--- config.mk ---
export PLATFORM = sky130hd
export DESIGN_NAME = rally_flow_ctrl
export DESIGN_NICKNAME = d
export VERILOG_FILES = /design/src/rtl/rally_flow_ctrl.sv
export SDC_FILE = /design/constraint.sdc
export NUM_CORES = 1
export LEC_CHECK = 0
export ABC_AREA = 1
export CAP_MARGIN = 30
export CORE_MARGIN = 4
export CORE_UTILIZATION = 40
export CTS_BUF_LIST = sky130_fd_sc_hd__clkbuf_16
export DETAILED_ROUTE_END_ITERATION = 12
export DONT_BUFFER_PORTS = 1
export PLACE_DENSITY = 0.59
export SLEW_MARGIN = 20
export SYNTH_ARGS = -nofsm -noshare
export SYNTH_HDL_FRONTEND = slang
export SYNTH_SLANG_ARGS = --single-unit
export TNS_END_PERCENT = 30
--- constraint.sdc ---
create_clock -name clk -period 2.4 [get_ports clk]
set_clock_uncertainty 0.2 [all_clocks]
set_input_delay 0.36 -clock clk [delete_from_list [all_inputs] [get_ports clk]]
set_output_delay 0.36 -clock clk [all_outputs]
set_load 0.02 [all_outputs]
--- src/rtl/rally_flow_ctrl.sv ---
// Game-flow sequencer for the volleyball datapath: serve timing, ground-contact
// scoring, score keeping and match end, all registered on clk.
module rally_flow_ctrl #(
  parameter int unsigned WIN_SCORE    = 15,
  parameter int unsigned SERVE_CYCLES = 50_000_000,
  parameter int unsigned END_HOLD     = 100_000_000,
  parameter int unsigned GROUND_Y     = 220,
  parameter int unsigned BALL_W       = 30,
  parameter int unsigned BALL_H       = 30,
  parameter int unsigned NET_X        = 160,
  parameter int unsigned NET_W        = 6
) (
  input  logic        clk,
  input  logic        reset,
  input  logic        start_btn,
  input  logic [11:0] Ball_X,
  input  logic [11:0] Ball_Y,
  output logic [1:0]  Game_state,
  output logic        who_win,
  output logic [3:0]  player_score,
  output logic [3:0]  npc_score,
  output logic        point_pulse,
  output logic        match_winner
);

  typedef enum logic [1:0] {
    ST_IDLE  = 2'd0,
    ST_SERVE = 2'd1,
    ST_PLAY  = 2'd2,
    ST_END   = 2'd3
  } state_t;

  localparam logic [12:0] GROUND_LIM = 13'(GROUND_Y);
  localparam logic [12:0] BALL_H13   = 13'(BALL_H);
  localparam logic [12:0] BALL_HALF  = 13'(BALL_W / 2);
  localparam logic [12:0] NET_CTR    = 13'(NET_X + NET_W / 2);
  localparam logic [31:0] SERVE_LAST = 32'(SERVE_CYCLES - 1);
  localparam logic [31:0] END_LAST   = 32'(END_HOLD - 1);
  localparam logic [3:0]  WIN        = 4'(WIN_SCORE);

  state_t      state, state_nxt;
  logic [31:0] timer, timer_nxt;
  logic [3:0]  player_nxt, npc_nxt, npc_inc, player_inc;
  logic        who_nxt, pulse_nxt, winner_nxt;
  logic [12:0] ball_bottom, ball_cx;
  logic        ground, npc_scores;

  function automatic logic [31:0] sat_inc32(input logic [31:0] v);
    return (v == '1) ? v : v + 32'd1;
  endfunction

  function automatic logic [3:0] score_inc(input logic [3:0] s);
    return (s >= WIN) ? WIN : s + 4'd1;
  endfunction

  // 13-bit arithmetic so the ball position plus its size can never wrap
  assign ball_bottom = {1'b0, Ball_Y} + BALL_H13;
  assign ball_cx     = {1'b0, Ball_X} + BALL_HALF;
  assign ground      = (ball_bottom >= GROUND_Y_CMP());
  assign npc_scores  = (ball_cx >= NET_CTR);
  assign player_inc  = score_inc(player_score);
  assign npc_inc     = score_inc(npc_score);

  function automatic logic [12:0] GROUND_Y_CMP();
    return GROUND_LIM;
  endfunction

  always_comb begin
    state_nxt  = state;
    timer_nxt  = timer;
    player_nxt = player_score;
    npc_nxt    = npc_score;
    who_nxt    = who_win;
    pulse_nxt  = 1'b0;
    winner_nxt = match_winner;
    case (state)
      ST_IDLE: begin
        if (start_btn) begin
          state_nxt  = ST_SERVE;
          player_nxt = 4'd0;
          npc_nxt    = 4'd0;
          who_nxt    = 1'b0;
        end
      end
      ST_SERVE: begin
        timer_nxt = sat_inc32(timer);
        if (timer == SERVE_LAST) state_nxt = ST_PLAY;
      end
      ST_PLAY: begin
        if (ground) begin
          pulse_nxt = 1'b1;
          who_nxt   = npc_scores;
          if (npc_scores) begin
            npc_nxt = npc_inc;
            state_nxt = (npc_inc == WIN) ? ST_END : ST_SERVE;
          end else begin
            player_nxt = player_inc;
            state_nxt  = (player_inc == WIN) ? ST_END : ST_SERVE;
          end
          if (state_nxt == ST_END) winner_nxt = npc_scores;
        end
      end
      ST_END: begin
        timer_nxt = sat_inc32(timer);
        // presses before the hold expires are dropped, not remembered
        if (start_btn && (timer >= END_LAST)) begin
          state_nxt  = ST_SERVE;
          player_nxt = 4'd0;
          npc_nxt    = 4'd0;
          who_nxt    = match_winner;
        end
      end
      default: state_nxt = ST_IDLE;
    endcase
    if (state_nxt != state) timer_nxt = 32'd0;
  end

  // ---- register stage: all outputs come straight from flops ----
  always_ff @(posedge clk or posedge reset) begin
    if (reset) begin
      state        <= ST_IDLE;
      timer        <= 32'd0;
      player_score <= 4'd0;
      npc_score    <= 4'd0;
      who_win      <= 1'b0;
      point_pulse  <= 1'b0;
      match_winner <= 1'b0;
    end else begin
      state        <= state_nxt;
      timer        <= timer_nxt;
      player_score <= player_nxt;
      npc_score    <= npc_nxt;
      who_win      <= who_nxt;
      point_pulse  <= pulse_nxt;
      match_winner <= winner_nxt;
    end
  end

  assign Game_state = state;

endmodule

### After elaboration in Yosys (flattened, before gate mapping)

Index checks and enable logic that the tools add are counted.

| cells by class | value |
|---|---|
| $add $sub $neg | 5 |
| $lt $le $gt $ge | 5 |
| eq/ne operators | 15 |
| multiplexer cells | 29 |
| reductions and logical operators | 10 |

Operator list:

| cell | number |
|---|---|
| two-way mux 32 bit | 3 |
| adder 32 x 1 -> 32 bit, second input constant | 1 |
| == test 32 x 26 -> 1 bit, second input constant | 1 |
| == test 32 bit, second input constant | 1 |
| greater-or-equal comparator 32 x 27 -> 1 bit, second input constant | 1 |
| two-way mux 4 bit | 8 |
| greater-or-equal comparator 13 x 8 -> 1 bit, second input constant | 2 |
| one-hot mux 4 bit (3 select lines) | 2 |
| two-way mux 2 bit | 9 |
| adder 12 x 4 -> 13 bit, second input constant | 1 |
| adder 12 x 5 -> 13 bit, second input constant | 1 |
| inequality test 2 bit, second input constant | 5 |
| AND reduction 5 bit | 2 |
| adder 4 x 1 -> 4 bit, second input constant | 2 |
| == test 4 bit, second input constant | 2 |
| greater-or-equal comparator 4 bit, second input constant | 2 |
| one-hot mux 2 bit (4 select lines) | 1 |
| == test 2 bit, second input constant | 3 |
| two-way mux 1 bit | 5 |
| AND reduction 4 bit | 1 |
| one-hot mux 1 bit (3 select lines) | 1 |
| AND reduction 3 bit | 1 |
| nonzero test 3 bit | 1 |
| == test 2 x 1 -> 1 bit, second input constant | 1 |
| other kinds (7) | 7 |

| storage, ports and cells | value |
|---|---|
| register bits | 45 |
| output and inout port bits | 13 |

### Depth between registers and ports, before layout

| depth | value |
|---|---|
| word-level depth | 12 |
| depth in mapped cells | 20 |
| gate-level depth less buffers | 19 |

### Worst setup path after synthesis

No wires, ideal clock.

| timing | value |
|---|---|
| kind | register -> register |
| start | register timer[0] |
| end | register timer[26] |
| library setup time | 0.124 ns |
| arrival time | 1.920 ns |
| setup slack | 0.156 ns |
| cell stages (with the launch flop) | 16 |
| period minus slack after synthesis | 2.244 ns |
| cell sequence | dfrtp_1 -> ha_1 -> nand2_1 -> nor2_1 -> nand2_1 -> nor2_2 -> nand3_1 -> inv_2 -> nand2_1 -> nand2_2 -> inv_2 -> nand2_1 -> nor3_2 -> nand3_1 -> xor2_1 -> nor2_4 |

| on the way | value |
|---|---|
| cells in the longest elaborated chain, start to end | 7 |
| elaborated cells on any way between the ends | 15 |
| classes of those cells | add/sub: 1; order compare: 1; eq/ne: 4; mux: 6; reduce/logical: 3 |

Ends and longest elaborated chain:

| element | RTL line | RTL |
|---|---|---|
| start: declaration | 42 | `logic [31:0] timer, timer_nxt;` |
| start signal: assignment | 130 | `timer <= timer_nxt;` |
| greater-or-equal comparator 32 x 27 -> 1 bit | 106 | `if (start_btn && (timer >= END_LAST)) begin` |
| logical AND 1 bit | 106 |  |
| two-way mux 2 bit | 106 |  |
| one-hot mux 2 bit (4 select lines) | 76 | `case (state)` |
| inequality test 2 bit | 115 | `if (state_nxt != state) timer_nxt = 32'd0;` |
| inequality test 2 x 1 -> 1 bit (no line) / nonzero test 2 bit (equally long branches) | -- |  |
| AND reduction 2 bit (no line) | -- |  |

Several ways; a longest one is shown, not always the timed one. The select of a mux whose other input is x is not followed.
A chain may end at the register's enable or synchronous reset.

### Final worst setup path

| timing | value |
|---|---|
| start | register timer[0] |
| end | register timer[21] |

The elaborated chain is that of the path after synthesis.

==> out/metrics.cfg <==
[status]
outcome=complete, no violations

[logic_synthesis]
synth_warnings=0
yosysUniqueCellTypes=38
synth_edf_count=0
synthCells=490
netlist.area_leader.share=0.3059
yosysMostFrequentCell=nand2_1
syn-num-nets=527
syn_area_per_cell_um2=7.512
synth_area_leaders=dfrtp_1, nand2_1, nor2_4
yosysSeqAreaShare=0.3059
synth_top_area_cell=dfrtp_1
synth_common_cells=nand2_1, inv_1, dfrtp_1, nor2_1, nand3_1
syn_area_um2=3681
ys.flop_type=dfrtp_1
ys_ff_latch=45
async_flop_share=1.000

[layout]
nNetsFinal=565
drive_above_1_share=0.2552
syn_to_final_growth_pct=17.81
antennaDiodeCount=0
final_area_um2=4337
instances_no_fill=637

[timing]
slew_headroom=0.7327
finalSetupViolations=0
finalCritPeriodShare=0.9967
rsz0062_at_grt=yes
tightest_slew_ns=0.3973
fin_tns_setup_ns=0
hold_viol=0
period_minus_slack_ns=2.392
slew_violations=0
fmax_mhz=418.1

[pwr]
power_density_nw_per_um2=374.7
total_power_mw=1.625
leakagePower_nw=1.906
ir_worst_vdd_mv=0.2177

[drt]
dr.pass1.iters=4
vias=3118
via_per_inst=4.895
finalWirelength_um=7729
wl_per_cell_um=12.13
drt_iter0_markers=150
drc=0
ant_nets=0

[grt]
grt_usage=0.1451
antenna_found_initial=0
grtUsageMet2=0.2433
grt_pass1_wl_um=13310
grt_util_met3=0.02421
top_usage_layer=met2
grt_pass1_vias=2935
grt_max_degree=31
overflow=0
met1_usage=0.1906

[critical_path]
end_kind=flop
crit_required_ns=2.37
startpoint_type=flop
cp.arrival_ns=2.36
path_class=flop to flop
path_max_fanout=13

[die]
rows=34
core_um2=8848
dieArea_um2=10800
fp.dieH_um=103.9
io_pins=40
dieWidth_um=103.9
start_util=0.4160

[cts]
clk_pin_slew_ns=0.06
tritoncts=yes
htreeDepth=2
numClockSinks=45
cts_buffers=5
clock_path_buffers=2
clock_latency_ns=0.29
clockRootBuffer=clkbuf_16

[place]
port_buffers=0
placed_area_um2=4029
placed_cells=626
gp_congestion=0.8756
post-dp-hpwl_um=5980

[min_path]
min_path_type=primary input to flop

[job]
maxCapViolCount=0

==> what timing repair did <==
item	CTS	global route
buffers inserted	0	1
hold buffers	1	0
pin swaps	0	1
resized for setup	3	20
hold endpoints to repair	15	0
endpoints found under the setup margin	32	41
gates cloned	0	1
==> layer usage <==
layer  vias to the layer above  share of wire
li1                       1625              -
met1                      1426           0.46
met2                        59           0.48
met3                         8          0.038
met4                         0          0.016
met5                         -              0
==> cell families (layout without fill, tap and decap cells) <==
logic type | Yosys count | in the layout | synth area share
AOI/OAI and AO/OA | 27 | 27 | 0.04317
xor gates and xnor gates | 34 | 34 | 0.08090
adders and majority gates | 10 | 10 | 0.03399
buffers and inverters | 72 | 111 | 0.08973
DFF | 45 | 45 | 0.3059
muxes | 1 | 1 | 0.003059
and+or+nand+nor | 301 | 301 | 0.4432
==> state kept, by name (all words and copies together) (netlist names) <==
register and cells:
Game_state 2, npc_score 4, match_winner 1, point_pulse 1, who_win 1, player_score 4
timer 32
==> worst max-delay path, stage by stage, from the launching register on <==
cell     delay, ns
dfrtp_1       0.37
ha_2          0.19
nand2_2       0.07
nor2_4        0.10
nand2_2       0.08
nor2_4        0.12
nand2_1       0.07
nand2_1       0.07
nand2_1       0.05
nand2_1       0.07
nand2_1       0.07
nand2_2       0.07
nand3_2       0.08
nand2_2       0.07
nand2_2       0.07
nand2_2       0.08
nand3_4       0.09
nand2_8       0.12
buf_12        0.20
nor2_4        0.04
==> power by group <==
part | switching [mW] | total (mW) | internal (mW) | leakage (nW)
Combinational | 0.0597 | 0.0959 | 0.0361 | 1.24
Clock | 0.283 | 0.767 | 0.484 | 0.0826
Sequential | 0.00235 | 0.762 | 0.760 | 0.584
Total | 0.345 | 1.63 | 1.28 | 1.91
==> final timing paths <==
path / from / endpoint / slack [ns] / cells after the start
min: start_btn / Game_state[0] / 0.15 / 4
max in group asynchronous: reset / timer[5] / 1.19 / 3
max: timer[0] / timer[21] / 0.008 / 19
min reg2reg: timer[31] / timer[31] / 0.41 / 2
max reg2reg: timer[0] / timer[21] / 0.008 / 19
min in group asynchronous: reset / player_score[2] / 0.32 / 2
==> metrics by stage <==
stage	worst slack, ns	util	hold WS [ns]
floorplan	0.1562	-	0.3542
global placement	-0.05258	0.4553	0.04052
detailed placement	-0.02616	0.4553	0.04849
CTS	-0.03710	0.4770	0.1583
global route	-0.1720	0.4901	0.1912
finish	0.008013	0.4901	0.1549
==> layout make-up <==
cell class	count	area (µm²)
fill	869	4512
inverter	66	250.2
clock buffer	5	125.1
tap	108	135.1
multi-input combinational	373	2316
timing repair buffer	37	346.6
sequential	45	1126
clock inverter	3	37.54
==> cells in the final DEF (no fill, tap or decap), types with 2 or more instances in the layout <==
| cell type | netlist | final |
|---|---|---|
| a21oi_1 | 5 | 5 |
| buf_12 | 3 | 2 |
| buf_4 | 0 | 31 |
| clkbuf_16 | 0 | 6 |
| clkinv_1 | 1 | 2 |
| dfrtp_1 | 45 | 45 |
| ha_1 | 10 | 9 |
| inv_1 | 60 | 60 |
| inv_2 | 4 | 5 |
| nand2_1 | 122 | 118 |
| nand2_2 | 13 | 17 |
| nand3_1 | 37 | 35 |
| nand3_2 | 6 | 8 |
| nand4_1 | 16 | 16 |
| nor2_1 | 45 | 41 |
| nor2_2 | 8 | 9 |
| nor2_4 | 33 | 36 |
| nor3_1 | 12 | 11 |
| nor3_2 | 2 | 3 |
| o21ai_0 | 13 | 12 |
| o21ai_1 | 1 | 2 |
| o31ai_1 | 2 | 2 |
| or2_2 | 2 | 2 |
| xnor2_1 | 11 | 10 |
| xor2_1 | 23 | 21 |
| xor2_2 | 0 | 2 |
(Power assumes the default switching activity.)
